`src/rtl/fetch_pkg.sv`:
```
// Shared types and constants for the instruction fetch stage.
//   INSTR_W          : instruction word width
//   RESET_PC_DEFAULT : default first fetch address after reset
//   NOP              : canonical no-op encoding (addi x0, x0, 0)
//   fetch_entry_t    : {pc, instr} pair held in the instruction queue
package fetch_pkg;

  localparam int          INSTR_W          = 32;
  localparam logic [31:0] RESET_PC_DEFAULT = 32'h0000_0000;
  localparam logic [31:0] NOP              = 32'h0000_0013;

  typedef struct packed {
    logic [31:0]        pc;
    logic [INSTR_W-1:0] instr;
  } fetch_entry_t;

endpackage

```
`src/rtl/fetch_queue.sv`:
```
// Circular FIFO of fetch_entry_t feeding the core.
//   clk_i   : clock, rising edge
//   rst_ni  : asynchronous active-low reset, clears pointers and storage
//   flush_i : empty the queue; wins over push_i
//   push_i  : write entry_i at the tail (caller guarantees space)
//   entry_i : entry to write
//   pop_i   : drop the head entry (caller guarantees non-empty)
//   count_o : number of valid entries
//   head_o  : entry at the head (stale when count_o == 0)
module fetch_queue
  import fetch_pkg::*;
#(
  parameter int QDEPTH = 2
) (
  input  logic                         clk_i,
  input  logic                         rst_ni,
  input  logic                         flush_i,
  input  logic                         push_i,
  input  fetch_entry_t                 entry_i,
  input  logic                         pop_i,
  output logic [$clog2(QDEPTH+1)-1:0]  count_o,
  output fetch_entry_t                 head_o
);

  localparam int CW = $clog2(QDEPTH + 1);
  localparam int PW = (QDEPTH > 1) ? $clog2(QDEPTH) : 1;

  fetch_entry_t mem_q [QDEPTH];
  logic [PW-1:0] rd_q, rd_d;
  logic [PW-1:0] wr_q, wr_d;
  logic [CW-1:0] cnt_q, cnt_d;

  function automatic logic [PW-1:0] ptr_next(input logic [PW-1:0] p);
    return (p == PW'(QDEPTH - 1)) ? '0 : p + 1'b1;
  endfunction

  always_comb begin
    rd_d  = rd_q;
    wr_d  = wr_q;
    cnt_d = cnt_q;
    if (flush_i) begin
      rd_d  = '0;
      wr_d  = '0;
      cnt_d = '0;
    end else begin
      if (push_i) wr_d = ptr_next(wr_q);
      if (pop_i)  rd_d = ptr_next(rd_q);
      case ({push_i, pop_i})
        2'b10:   cnt_d = cnt_q + 1'b1;
        2'b01:   cnt_d = cnt_q - 1'b1;
        default: cnt_d = cnt_q;
      endcase
    end
  end

  always_ff @(posedge clk_i or negedge rst_ni) begin
    if (!rst_ni) begin
      rd_q  <= '0;
      wr_q  <= '0;
      cnt_q <= '0;
      for (int i = 0; i < QDEPTH; i++) mem_q[i] <= '0;
    end else begin
      rd_q  <= rd_d;
      wr_q  <= wr_d;
      cnt_q <= cnt_d;
      if (push_i && !flush_i) mem_q[wr_q] <= entry_i;
    end
  end

  assign count_o = cnt_q;
  assign head_o  = mem_q[rd_q];

endmodule

```
`src/rtl/fetch_unit.sv`:
```
// Instruction fetch stage: drives a 1-cycle-latency instruction ROM, queues
// returned words with their PCs and hands them to the core over valid/ready.
// Redirects from execute flush the queue and drop the in-flight response.
//   clk_i            : clock, rising edge
//   rst_ni           : asynchronous active-low reset
//   imem_req_o       : ROM read strobe
//   imem_addr_o      : ROM word address (pc[ADDR_W+1:2])
//   imem_rdata_i     : ROM data, valid the cycle after imem_req_o
//   out_valid_o      : queue head holds a valid instruction
//   out_instr_o      : instruction at queue head
//   out_pc_o         : byte PC of out_instr_o
//   out_ready_i      : consumer accepts head this cycle
//   redirect_valid_i : execute requests a PC change
//   redirect_pc_i    : redirect target byte address (bits [1:0] ignored)
module fetch_unit
  import fetch_pkg::*;
#(
  parameter int          ADDR_W   = 8,
  parameter int          QDEPTH   = 2,
  parameter logic [31:0] RESET_PC = RESET_PC_DEFAULT
) (
  input  logic               clk_i,
  input  logic               rst_ni,
  output logic               imem_req_o,
  output logic [ADDR_W-1:0]  imem_addr_o,
  input  logic [INSTR_W-1:0] imem_rdata_i,
  output logic               out_valid_o,
  output logic [INSTR_W-1:0] out_instr_o,
  output logic [31:0]        out_pc_o,
  input  logic               out_ready_i,
  input  logic               redirect_valid_i,
  input  logic [31:0]        redirect_pc_i
);

  localparam int CW = $clog2(QDEPTH + 1);

  logic [31:0]  fetch_pc_q, fetch_pc_d;
  logic         inflight_q, inflight_d;
  logic [31:0]  inflight_pc_q, inflight_pc_d;
  logic         inflight_kill_q, inflight_kill_d;

  logic [CW-1:0] count;
  fetch_entry_t  head;
  fetch_entry_t  push_entry;
  logic          pop;
  logic          push;
  logic          issue;
  logic [CW:0]   occupancy;
  logic [31:0]   redir_pc;
  logic [31:0]   pc_sel;

  assign redir_pc = redirect_pc_i & ~32'h3;
  assign pc_sel   = redirect_valid_i ? redir_pc : fetch_pc_q;

  // Head is never handed over in a redirect cycle, so pop is naturally
  // suppressed while the queue is being flushed.
  assign out_valid_o = (count != '0) && !redirect_valid_i;
  assign pop         = out_valid_o && out_ready_i;

  // Entries held + word in flight - entry leaving now must leave room for
  // the word requested this cycle, so a response always has a slot.
  assign occupancy = {1'b0, count} + (CW+1)'(inflight_q) - (CW+1)'(pop);
  assign issue     = occupancy < (CW+1)'(QDEPTH);

  // A response landing in a redirect cycle belongs to the wrong path.
  assign push = inflight_q && !inflight_kill_q && !redirect_valid_i;

  assign push_entry.pc    = inflight_pc_q;
  assign push_entry.instr = imem_rdata_i;

  always_comb begin
    inflight_d      = issue;
    inflight_pc_d   = inflight_pc_q;
    // The request issued in any cycle is always on the current path (a
    // redirect in that cycle is what selected its address), so the kill
    // flag never needs to be raised at issue time.
    inflight_kill_d = 1'b0;
    fetch_pc_d      = fetch_pc_q;
    if (issue) begin
      inflight_pc_d = pc_sel;
      fetch_pc_d    = pc_sel + 32'd4;
    end else if (redirect_valid_i) begin
      fetch_pc_d    = redir_pc;
    end
  end

  always_ff @(posedge clk_i or negedge rst_ni) begin
    if (!rst_ni) begin
      fetch_pc_q      <= RESET_PC;
      inflight_q      <= 1'b0;
      inflight_pc_q   <= '0;
      inflight_kill_q <= 1'b0;
    end else begin
      fetch_pc_q      <= fetch_pc_d;
      inflight_q      <= inflight_d;
      inflight_pc_q   <= inflight_pc_d;
      inflight_kill_q <= inflight_kill_d;
    end
  end

  fetch_queue #(
    .QDEPTH (QDEPTH)
  ) u_queue (
    .clk_i   (clk_i),
    .rst_ni  (rst_ni),
    .flush_i (redirect_valid_i),
    .push_i  (push),
    .entry_i (push_entry),
    .pop_i   (pop),
    .count_o (count),
    .head_o  (head)
  );

  // Request path is combinational on the counters, so it is gated to keep
  // the ROM quiet while reset is held.
  assign imem_req_o  = issue && rst_ni;
  assign imem_addr_o = rst_ni ? pc_sel[ADDR_W+1:2] : '0;
  assign out_instr_o = head.instr;
  assign out_pc_o    = head.pc;

endmodule

```
`config.mk`:
```
export PLATFORM = sky130hd
export DESIGN_NAME = fetch_unit
export DESIGN_NICKNAME = d
export VERILOG_FILES = /design/src/rtl/fetch_pkg.sv /design/src/rtl/fetch_queue.sv /design/src/rtl/fetch_unit.sv
export SDC_FILE = /design/constraint.sdc
export NUM_CORES = 1
export LEC_CHECK = 0
export BUFFER_PORTS_ARGS = -buffer_cell sky130_fd_sc_hd__buf_4
export CORE_UTILIZATION = 30
export DETAILED_ROUTE_END_ITERATION = 7
export HOLD_SLACK_MARGIN = 0.03
export PLACE_DENSITY = 0.46
export SYNTH_ARGS = -nofsm -noshare
export SYNTH_HDL_FRONTEND = slang
export SYNTH_HIERARCHICAL = 1
export SYNTH_SLANG_ARGS = --single-unit
export TNS_END_PERCENT = 10
```
`constraint.sdc`:
```
create_clock -name clk_i -period 6.88 [get_ports clk_i]
set_input_delay 0.344 -clock clk_i [delete_from_list [all_inputs] [get_ports clk_i]]
set_output_delay 0.344 -clock clk_i [all_outputs]
set_load 0.1 [all_outputs]
```
-- Yosys cells after proc, flatten, opt, wreduce, memory -nomap -nowiden
Index checks and enable logic that the tools add are counted.
- order comparisons: 4
- multiplexer cells: 17
- reduce and logical (&&, ||, !) cells: 11
- add/sub/neg operators: 7
- equality and inequality tests: 2
- bitwise operators: 2
- operator list (kind ; count):
    $mux W64 ; 4
    $bwmux W128 ; 1
    $demux W64 S1 ; 1
    $mux W32 ; 2
    $add A32 B3 Y32 const B ; 1
    $mux W8 ; 1
    $logic_and A1 B1 Y1 ; 6
    $mux W1 ; 6
    $reduce_bool A2 Y1 ; 3
    $ge A2 B2 Y1 const B ; 2
    $not A1 Y2 ; 2
    $pmux W2 S2 ; 1
    $add A2 B1 Y3 ; 1
    $lt A3 B2 Y1 const B ; 1
    $reduce_bool A3 Y1 ; 1
    $sub A3 B1 Y3 ; 1
    $add A1 B1 Y1 const B ; 2
    $add A2 B1 Y2 const B ; 1
    $eq A2 B1 Y1 const B ; 1
    $eq A2 B2 Y1 const B ; 1
    $lt A2 B1 Y1 const B ; 1
    $mux W2 ; 1
    $sub A2 B1 Y2 const B ; 1
    $logic_not A1 Y1 ; 1
- bits in registers: 197
- output and inout bits: 74
- word-level logic and storage cells: 53

-- Depth between registers and ports, before layout
Gate-level depths: netlist of run 1.
- word-level depth: 6
- gate-level depth with buffers: 16

-- Cells and area by module
The synthesis of run 1 kept the hierarchy.
- modules (own cells, without submodules) (module ; sequential area each (um2) ; instances ; cells each ; area each (um2)):
    fetch_queue ; 3303.2 ; 1 ; 359 ; 6033.3
    fetch_unit ; 1626.6 ; 1 ; 333 ; 3443.3

-- Worst setup path after synthesis of run 1
OpenSTA, ideal clock, no wires.
- path type: input port to output port
- start: input port redirect_valid_i
- end: output port imem_req_o
- setup slack: 1046 ps
- arrival time: 5490 ps
- stages: 15
- path through: buf_6 > buf_6 > buf_6 > buf_2 > buf_2 > nor2_1 > and2_1 > ha_1 > nand2b_1 > fa_1 > xnor2_1 > nand2_1 > clkbuf_1 > clkbuf_1 > nor2_1
- longest elaborated chain between the ends: 6
- RTL lines (item ; line ; RTL):
    start: declaration ; fetch_unit.sv:31 ; input logic redirect_valid_i,
    $logic_not A1 Y1 ; fetch_unit.sv:57 ; assign out_valid_o = (count != '0) && !redirect_valid_i;
    $logic_and A1 B1 Y1 ; fetch_unit.sv:57 ;
    named net out_valid_o ; fetch_unit.sv:27 ; output logic out_valid_o,
    $logic_and A1 B1 Y1 ; fetch_unit.sv:58 ; assign pop = out_valid_o && out_ready_i;
    named net pop ; fetch_unit.sv:45 ; logic pop;
    $sub A3 B1 Y3 ; fetch_unit.sv:62 ; assign occupancy = {1'b0, count} + (CW+1)'(inflight_q) - (CW+1)'(pop);
    $lt A3 B2 Y1 ; fetch_unit.sv:63 ; assign issue = occupancy < (CW+1)'(QDEPTH);
    $logic_and A1 B1 Y1 ; fetch_unit.sv:116 ; assign imem_req_o = issue && rst_ni;
    end: declaration ; fetch_unit.sv:24 ; output logic imem_req_o,
The timed path passes the listed nets, and every way through them passes these cells.

-- Worst setup path in the final report of run 1
- start: input port redirect_valid_i
- end: output port imem_req_o
- longest elaborated chain between the ends: 6
- RTL lines (item ; line):
    $logic_not A1 Y1 ; fetch_unit.sv:57
    $logic_and A1 B1 Y1 ; fetch_unit.sv:57
    $logic_and A1 B1 Y1 ; fetch_unit.sv:58
    named net pop ; fetch_unit.sv:45
    $sub A3 B1 Y3 ; fetch_unit.sv:62
    $lt A3 B2 Y1 ; fetch_unit.sv:63
    $logic_and A1 B1 Y1 ; fetch_unit.sv:116
The timed path passes the listed nets, and every way through them passes these cells.

==> results of run 1 <==
-- repair_timing --
action | CTS | global route
hold buffers | 1 | 0
setup buffers | 0 | 0
hold endpoints to repair | 71 | 0
-- state kept, by name, indices dropped and copies added (netlist names) --
register,cells
u_queue/mem_q,128
inflight_pc_q,32
u_queue/rd_q,1
inflight_q,1
fetch_pc_q,32
u_queue/count_o,2
u_queue/wr_q,1
-- stage by stage --
step	hold WS [ns]	setup WS, ns	instance area, um^2
global placement	0.428	2.90	10800
CTS	0.117	3.10	11400
finish	0.140	3.20	11400
detailed placement	0.433	2.87	10800
global route	0.120	2.84	11400
floorplan	0.0484	1.05	9480
-- layer usage --
layer | vias to the layer above | wire (um) | GRT usage
li1 | 2709 | - | -
met1 | 2829 | 11500 | 0.217
met2 | 140 | 8800 | 0.192
met3 | 13 | 1070 | 0.0284
met4 | 0 | 233 | 0.0390
met5 | - | 0 | 0
-- worst max-delay path, stage by stage --
cell      delay (ns)
buf_4           0.64
nor2_1          0.13
and2_1          0.27
ha_1            0.29
nand2b_1        0.15
fa_1            0.42
xnor2_1         0.17
nand2_2         0.09
buf_4           0.48
nor2_1          0.08
buf_4           0.25
-- kinds of logic after synthesis --
family                   after synthesis  share of synthesized area
XOR/XNOR                              37                     0.0342
buffers and inverters                 40                     0.0367
multiplexers                         222                      0.285
adder cells (fa/ha/maj)                3                    0.00475
AND/OR/NAND/NOR                      143                     0.0842
AO/OA/AOI/OAI                         50                     0.0351
flip-flops                           197                      0.520
-- synthesized netlist by cell type (2+ instances only) --
| cell type | count |
|---|---|
| clkbuf_1 | 7 |
| inv_1 | 3 |
| mux2_2 | 137 |
| xnor2_1 | 22 |
| o21ai_0 | 31 |
| nand4_1 | 8 |
| nand3_1 | 15 |
| a32o_1 | 2 |
| a22oi_1 | 2 |
| and2_1 | 5 |
| ha_1 | 2 |
| buf_2 | 11 |
| nor4_2 | 2 |
| nand3b_4 | 3 |
| mux2i_1 | 24 |
| nor3_1 | 6 |
| nor3b_1 | 2 |
| mux2_4 | 61 |
| buf_6 | 11 |
| xor2_1 | 15 |
| a21oi_1 | 6 |
| buf_12 | 6 |
| nor3b_2 | 2 |
| dfrtp_1 | 197 |
| a32oi_1 | 2 |
| nor2_1 | 21 |
| nand3b_1 | 4 |
| nor2b_1 | 8 |
| nand2b_1 | 2 |
| nand2_1 | 53 |
| nor4_1 | 3 |
-- worst min path at each step --
stage          cells after the start  slack, ns                              to
2_1_floorplan                      0       0.05         fetch_pc_q[0]$_DFF_PN0_
3_3_place_gp                       1       0.43  u_queue/mem_q[102]$_DFFE_PN0P_
3_5_place_dp                       1       0.43   u_queue/mem_q[34]$_DFFE_PN0P_
4_1_cts                            2       0.12   u_queue/mem_q[73]$_DFFE_PN0P_
5_1_grt                            2       0.12   u_queue/mem_q[73]$_DFFE_PN0P_
6_report                           2       0.14   u_queue/mem_q[82]$_DFFE_PN0P_
-- area by class of cell --
class / instances / area (um^2) / share of cell area
inverter: 4 / 15.0 / 0.00132
clock inverter: 15 / 200 / 0.0176
clock buffer: 17 / 425 / 0.0374
timing repair buffer: 147 / 1110 / 0.0977
multi-input combinational: 455 / 4210 / 0.370
sequential: 197 / 4930 / 0.433
tap: 396 / 495 / 0.0435
==> results by group, run 1 <==
Place
  – Placed Cells: 1198
  – # port buffers: 139
  – Hpwl dp: 14.2 mm
  – Placer's final routability congestion estimate: 0.752

Drt
  – Detailed-router iteration count before antenna repair: 6
  – Post-DR vias/cell: 4.62
  – DRC: 15
  – Routed via count: 5691
  – Starting DRT DRC Count: 278
  – Antenna viol nets, final: 0
  – Post-Route WL: 21.6 mm
  – WL per Instance: 17.5 um

Worst setup path
  – Worst Path Required: 6.54 ns
  – CP max FO: 75
  – Worst Setup SP: redirect_valid_i
  – Worst Path Class, Setup: in -> out
  – Setup crit end kind: output pin
  – Flop2flop setup slack: 3.44 ns
  – Worst setup path endpoint: imem_req_o
  – Reg2Reg Depth: 11
  – Setup crit start kind: primary input
  – Reg2Reg Capture Point: fetch_pc_q[21]$_DFF_PN0_
  – Worst EP arrival: 3.33 ns
  – R2r startpoint: u_queue/count_o[1]$_DFFE_PN0P_

Min path
  – Worst hold start: imem_rdata_i[18]
  – HP Class: in -> reg

Clock tree
  – CTS sink count: 197
  – Worst skew pair latency: 0.43 ns
  – CTS tree: done
  – H-tree levels: 4
  – Post-CTS sizing: 0
  – Root Buffer: clkbuf_16
  – Clock tree buffer depth: 2
  – Clk slew on worst S/H paths: 0.08 ns
  – Num CTS Buffers: 17

GRT
  – GRT Residual Overflow: 0
  – First-pass GRT wire length: 35.2 mm
  – Initial antenna violation count: 0
  – Vias in the first global route: 5944
  – Largest net degree at the start of global routing: 76
  – Gr usage total: 0.140

Logic synthesis
  – Yosys cell types: 50
  – Seq/Total Area, Yosys: 0.520
  – Async S/R FF share, synth: 1.00
  – Area leader, netlist: dfrtp_1
  – Commonest register cell after synthesis: dfrtp_1
  – Synth area leaders: dfrtp_1 52%, mux2_2 16%, mux2_4 9.7%
  – Ys Warns: 6
  – Mean post-synth cell area: 13.7 um^2
  – Synthesized net count: 763
  – Top cell type's share of synthesized area: 0.520
  – Syn Inst Count: 692
  – Synthesized cell area: 9480 um^2
  – FF+latch count, synth: 197
  – Number of synthesized flops with an enable pin: 0

Flow run
  – Max_cap viols: 0

Die
  – Site Rows: 64
  – Num ports: 142
  – Die area: 32300 um^2
  – Die Span X: 180 um
  – CORE AREA: 30800 um^2
  – Die height: 180 um
  – Starting Density: 0.307

Timing
  – Slew margin rel.: 0.288
  – Period minus WS final: 3.68 ns
  – RSZ-0062 raised after global routing: no
  – Setup violators final: 0
  – Clk_skew: 0.0114 ns
  – Pins Over Slew Limit: 0
  – Slew of the pin with the lowest slew margin: 1.06 ns
  – Final Hold Fails: 0
  – Fin crit share: 0.535
  – Setup TNS: 0 ns
  – Fmax: 0.272 GHz

Finish
  – Most common cell after layout, fill and taps aside: dfrtp_1
  – Final net count: 893
  – Filler Cells Inserted: 3054
  – Share of cells above drive strength 1: 0.473
  – P&R area growth vs syn: 20.2%
  – Most frequent cells in the layout: 196 x dfrtp_1, 145 x buf_4, 137 x mux2_2
  – Non-filler cells, final: 1231
  – Antenna diodes: 0
  – Post-layout util: 0.369

Outcome
  – Status: finished, violations left
  – Failing checks: design-rule violations
Power of run 1 is left out: the tool's default activity adds up to more than one toggle a clock period on the data nets, which glitch-free logic cannot reach.
==> inputs of run 2 (changes only) <==
- PLACE_DENSITY: 0.46 -> 0.48
- clock period: 6.88 -> 3.1 ns (I/O delays scaled with it)
==> run 2 against run 1 <==
Against the previous run:
- the run still ends with design-rule violations left
- critical path depth down 1
- core utilization up 1.9 points
- clock skew up 0.0045 ns
- clock-buffer cell count unchanged
- non-clock buffer count up 47
- first-iteration DRC count up 10%
- highest routed layer unchanged
==> results by group, run 2 (synthesis gave the netlist of run 1 again) <==
Die
  – Die height: 180 um (unchanged)
  – CORE AREA: 30800 um^2 (unchanged)
  – Site Rows: 64 (unchanged)
  – Die Span X: 180 um (unchanged)
  – Num ports: 142 (unchanged)
  – Die area: 32300 um^2 (unchanged)
  – Starting Density: 0.307 (unchanged)

Timing
  – Pins Over Slew Limit: 0 (unchanged)
  – Final Hold Fails: 0 (unchanged)
  – Fin crit share: 0.932
  – Slew margin rel.: 0.441 (+0.153)
  – RSZ-0062 raised after global routing: no
  – Setup violators final: 0 (unchanged)
  – Slew of the pin with the lowest slew margin: 0.839 ns (-0.226 ns)
  – Clk_skew: 0.0160 ns (+0.00453 ns)
  – Fmax: 0.346 GHz
  – Period minus WS final: 2.89 ns

Clock tree
  – Num CTS Buffers: 17 (unchanged)
  – CTS sink count: 197 (unchanged)
  – Worst skew pair latency: 0.44 ns (about the same)
  – Clock tree buffer depth: 2 (unchanged)
  – CTS tree: done
  – H-tree levels: 4 (unchanged)
  – Root Buffer: clkbuf_16
  – Clk slew on worst S/H paths: 0.08 ns (about the same)

Finish
  – Filler Cells Inserted: 2972 (-2.7%)
  – Final net count: 941 (+5.4%)
  – Post-layout util: 0.388 (+0.0187)
  – Largest registers: u_queue/mem_q: 128 flops, fetch_pc_q: 32 flops, inflight_pc_q: 32 flops
  – Most common cell after layout, fill and taps aside: dfrtp_1
  – Final Cell Area: 12000 um^2 (+5.1%)
  – Seq. cell area: 4930 um^2 (unchanged)
  – Antenna diodes: 0 (unchanged)
  – Area of the multi-input gates: 4310 um^2 (+2.4%)
  – Largest Register: u_queue/mem_q
  – Share of cells above drive strength 1: 0.475 (+0.00146)
  – P&R area growth vs syn: 26.3%
  – Most frequent cells in the layout: 196 x dfrtp_1, 152 x buf_4, 137 x mux2_2
  – Max reg flops: 128 (unchanged)

Drt
  – WL per Instance: 17.0 um (-2.7%)
  – Post-DR vias/cell: 4.60 (-0.59%)
  – Antenna viol nets, final: 0 (unchanged)
  – Detailed-router iteration count before antenna repair: 6 (unchanged)
  – Routed via count: 5878 (+3.3%)
  – DRC: 13 (-2)
  – Post-Route WL: 21.8 mm (+1.1%)
  – Starting DRT DRC Count: 306 (+10%)

GRT
  – Gr usage total: 0.141 (+0.00183)
  – Vias in the first global route: 6194 (+4.2%)
  – Largest net degree at the start of global routing: 127 (+67%)
  – First-pass GRT wire length: 35.9 mm (+1.8%)
  – GRT Residual Overflow: 0 (unchanged)
  – Initial antenna violation count: 0 (unchanged)

Worst setup path
  – CP max FO: 5 (-93%)
  – Worst EP arrival: 2.73 ns (-0.60 ns)
  – Worst Path Required: 2.94 ns (-3.60 ns)
  – Reg2Reg Depth: 11 (unchanged)
  – Flop2flop setup slack: 0.23 ns (-3.21 ns)
  – Setup crit start kind: flip-flop
  – Worst Setup SP: u_queue/count_o[0]$_DFFE_PN0P_
  – R2r startpoint: u_queue/count_o[0]$_DFFE_PN0P_
  – Setup crit end kind: output pin
  – Worst Path Class, Setup: reg -> out
  – Reg2Reg Capture Point: fetch_pc_q[26]$_DFF_PN0_

Outcome
  – Status: finished, violations left
  – Failing checks: design-rule violations

Min path
  – HP Class: in -> reg
  – Worst hold start: redirect_pc_i[23]
  – Hold path endpoint: fetch_pc_q[23]$_DFF_PN0_
  – Hold Path Cell Cnt: 3 (+1)

Place
  – Hpwl dp: 14.3 mm (+1.3%)
  – Placer's final routability congestion estimate: 0.742 (-1.4%)
  – Dpl cell area: 11000 um^2 (+2.0%)
  – # port buffers: 139 (unchanged)

Flow run
  – Max_cap viols: 0 (unchanged)
## run 2: final cells by class
type                            instances  area share
Sequential cell                       197       0.412
Multi-Input combinational cell        456       0.360
Timing Repair Buffer                  194       0.134
Tap cell                              396      0.0414
Clock buffer                           17      0.0356
Clock inverter                         15      0.0154
Inverter                                4     0.00125
## run 2: stage by stage
stage	setup TNS (ns)	std cells	worst slack [ns]	hold WS (ns)
floorplan	-8.95	692	-0.494	-0.141
global placement	0	1209	0.199	0.0113
detailed placement	0	1209	0.145	0.00949
CTS	0	1277	0.0736	0.0635
global route	0	1279	0.0382	0.0816
finish	0	1279	0.210	0.0863
## run 2: metal layers
| metal | share of wire | wire [um] | track usage | vias to the layer above |
|---|---|---|---|---|
| met2 | 0.43 | 9280 | 0.201 | 141 |
| met4 | 0.0081 | 177 | 0.0352 | 0 |
| li1 | - | - | - | 2825 |
| met3 | 0.043 | 943 | 0.0308 | 10 |
| met5 | 0 | 0 | 0 | - |
| met1 | 0.52 | 11400 | 0.215 | 2902 |
## run 2: worst max-delay path, cell delays in order (launching register included)
cell,delay (ns)
dfrtp_1,0.45
nor2_2,0.18
nor2_4,0.05
and2_4,0.16
ha_4,0.20
nand2b_4,0.13
fa_2,0.37
xnor2_1,0.21
nand2_2,0.18
nor2_4,0.14
buf_6,0.23
## run 2: how the worst max path moves through the flow
stage | endpoint | slack (ns) | cells past startpoint
2_1_floorplan | fetch_pc_q[26]$_DFF_PN0_ | -0.49 | 15
3_3_place_gp | fetch_pc_q[21]$_DFF_PN0_ | 0.20 | 11
3_5_place_dp | fetch_pc_q[21]$_DFF_PN0_ | 0.15 | 11
4_1_cts | imem_req_o | 0.07 | 10
5_1_grt | imem_req_o | 0.04 | 10
6_report | imem_req_o | 0.21 | 10
## run 2: timing repair
item                       CTS  global route
resized for setup            0             3
buffers inserted             0             1
hold buffers                36             0
hold endpoints to repair   200             0
setup endpoints to repair    0             3
Power of run 2 is left out for the same reason.
==> inputs of run 3 (changes only) <==
- BUFFER_PORTS_ARGS: -buffer_cell sky130_fd_sc_hd__buf_4 -> unset
- DONT_BUFFER_PORTS: unset -> 1
- PLACE_DENSITY: 0.48 -> 0.44
==> run 3 against run 2 <==
Against the previous run:
- the flow finishes with violations (design-rule violations, negative hold slack)
- clock-buffer cell count stayed put
- clock skew is 0.0065 ns lower
- sequential cell count stayed put
- fmax is 1.6% lower
- critical path depth is 1 higher
- routed wire length is 2.3% higher
- sequential share of layout area is 3.1 points higher
- cell count is 9.4% lower
- hold slack worse by 0.68 ns
- non-clock buffer count is 119 lower
- first-iteration DRC count is 11% lower
==> results by group, run 3 (synthesis gave the netlist of run 1 again) <==
GRT
  – Initial antenna violation count: 0 (unchanged)
  – Grt peak-use layer: met2
  – First-pass GRT wire length: 36.1 mm (+0.73%)
  – Grt met2 use: 0.223 (+0.0223)
  – Vias in the first global route: 6222 (+0.45%)
  – Largest net degree at the start of global routing: 200 (+57%)
  – Met3 Usage GRT: 0.0419 (+0.0111)
  – GRT Residual Overflow: 0 (unchanged)
  – Gr usage total: 0.145 (+0.00337)
  – Met1 usage: 0.195 (-0.0194)

Finish
  – Final net count: 821 (-13%)
  – Max reg flops: 128 (unchanged)
  – Most frequent cells in the layout: 196 x dfrtp_1, 137 x mux2_2, 61 x mux2_4
  – Most common cell after layout, fill and taps aside: dfrtp_1
  – Filler Cells Inserted: 2944 (-0.94%)
  – Share of cells above drive strength 1: 0.370 (-0.105)
  – Largest registers: u_queue/mem_q: 128 flops, fetch_pc_q: 32 flops, inflight_pc_q: 32 flops
  – Antenna diodes: 0 (unchanged)
  – P&R area growth vs syn: 17.4%
  – Largest Register: u_queue/mem_q

Place
  – Hpwl dp: 14.1 mm (-1.5%)
  – Placer's final routability congestion estimate: 0.761 (+2.6%)
  – # port buffers: 0 (-100%)

Outcome
  – Failing checks: design-rule violations, negative hold slack
  – Status: finished, violations left

Timing
  – Pins Over Slew Limit: 0 (unchanged)
  – Period minus WS final: 2.94 ns (+0.0462 ns)
  – Hold slack: -0.595 ns (-0.681 ns)
  – Setup violators final: 0 (unchanged)
  – Clk_skew: 0.00943 ns (-0.00654 ns)
  – Slew of the pin with the lowest slew margin: 1.09 ns (+0.249 ns)
  – RSZ-0062 raised after global routing: no
  – Final Hold Fails: 197 (+197)
  – Fmax: 0.341 GHz (-1.6%)
  – Slew margin rel.: 0.274 (-0.167)
  – Fin crit share: 0.947 (+0.0149)

Drt
  – Post-Route WL: 22.3 mm (+2.3%)
  – Detailed-router iteration count before antenna repair: 6 (unchanged)
  – Post-DR vias/cell: 4.80 (+4.4%)
  – Routed via count: 5559 (-5.4%)
  – Starting DRT DRC Count: 273 (-11%)
  – Antenna viol nets, final: 0 (unchanged)
  – WL per Instance: 19.2 um (+13%)
  – DRC: 10 (-3)

Worst setup path
  – Setup crit start kind: flip-flop
  – Flop2flop setup slack: 0.16 ns (-0.07 ns)
  – Worst EP arrival: 3.30 ns (+0.57 ns)
  – Setup crit end kind: flip-flop
  – Most used cell, CP: xnor2_1
  – CP max FO: 9 (+4)
  – Worst Path Class, Setup: reg -> reg
  – CP peak stage delay: 0.43 ns (-0.02 ns)
  – CP Cell Sequence: nor2_1 -> nor2_4 -> and2_4 -> ha_4 -> nand2b_4 -> fa_2 -> xnor2_1 -> and3_2 -> nand4_4 -> a2111oi_4 -> xnor2_1
  – Slowest cell on crit path: dfrtp_1
  – Worst Path Required: 3.47 ns (+0.53 ns)

Clock tree
  – Clock tree buffer depth: 2 (unchanged)
  – Clk slew on worst S/H paths: 0.08 ns (about the same)
  – CTS tree: done
  – Worst skew pair latency: 0.45 ns (about the same)
  – CTS sink count: 197 (unchanged)
  – Cts hold-fix bufs: 60 (+67%)
  – H-tree levels: 4 (unchanged)
  – Num CTS Buffers: 17 (unchanged)
  – Root Buffer: clkbuf_16

Die
  – CORE AREA: 30800 um^2 (unchanged)
  – Starting Density: 0.307 (unchanged)
  – Die Span X: 180 um (unchanged)
  – Die area: 32300 um^2 (unchanged)
  – Site Rows: 64 (unchanged)
  – Die height: 180 um (unchanged)
  – Num ports: 142 (unchanged)

Min path
  – HP Class: in -> async

Flow run
  – Max_cap viols: 0 (unchanged)
-- run 3: cell types whose count changed in the layout (fill, tap and decap cells not counted) --
cell           before  now
nor2_1             18   12
buf_6               1    0
bufinv_16           0    1
dlygate4sd3_1      36   59
clkbuf_8            1    0
buf_4             152   12
clkinv_4            3    0
nor2_2              1    7
clkinvlp_4          0    3
clkinv_8            6    4
nand4_2             1    0
inv_6               3    4
-- run 3: worst max-delay path, delay by kind of cell, from the launching register on --
| kind | cells | cell delay, ns |
|---|---|---|
| simple gates | 6 | 1.04 |
| fa+ha+maj | 2 | 0.58 |
| flops | 1 | 0.43 |
| xor+xnor | 2 | 0.40 |
| compound gates | 1 | 0.39 |
-- run 3: final timing paths --
kind | startpoint | endpoint | cells after the start
min | rst_ni | u_queue/mem_q[68]$_DFFE_PN0P_ | 0
min reg2reg | u_queue/mem_q[2]$_DFFE_PN0P_ | u_queue/mem_q[2]$_DFFE_PN0P_ | 1
max | u_queue/count_o[0]$_DFFE_PN0P_ | fetch_pc_q[21]$_DFF_PN0_ | 11
max reg2reg | u_queue/count_o[0]$_DFFE_PN0P_ | fetch_pc_q[21]$_DFF_PN0_ | 11
max in group asynchronous | rst_ni | fetch_pc_q[29]$_DFF_PN0_ | 0
min in group clk_i | redirect_pc_i[8] | inflight_pc_q[8]$_DFFE_PN0N_ | 2
-- run 3: per-layer routing --
| layer | up-vias | routed length [um] |
|---|---|---|
| met5 | - | 0 |
| met4 | 0 | 252 |
| met3 | 15 | 1290 |
| met2 | 125 | 10100 |
| met1 | 2850 | 10600 |
| li1 | 2569 | - |
-- run 3: layout make-up --
cell class	instances	area [um^2]	area share
clock buffer	17	425	0.0382
clock inverter	15	186	0.0168
inverter	4	15.0	0.00135
multi-input combinational	455	4310	0.387
sequential	197	4930	0.443
tap	396	495	0.0445
timing repair buffer	75	761	0.0684
-- run 3: timing repair --
item	in CTS	in global routing
buffers inserted	0	0
endpoints found under the setup margin	0	2
gates resized for setup	0	1
endpoints found under the hold margin	309	197
-- run 3: per-stage QoR --
stage          std cells  utilization  instance area, um^2  setup WS (ns)  TNS (ns)
2_1_floorplan        692            -                 9600         -0.494     -8.95
3_3_place_gp        1067        0.321                 9900          0.195         0
3_5_place_dp        1067        0.321                 9900          0.138         0
4_1_cts             1159        0.361                11100          0.102         0
5_1_grt             1159        0.361                11100        0.00397         0
6_report            1159        0.361                11100          0.164         0
Power of run 3 is left out for the same reason.
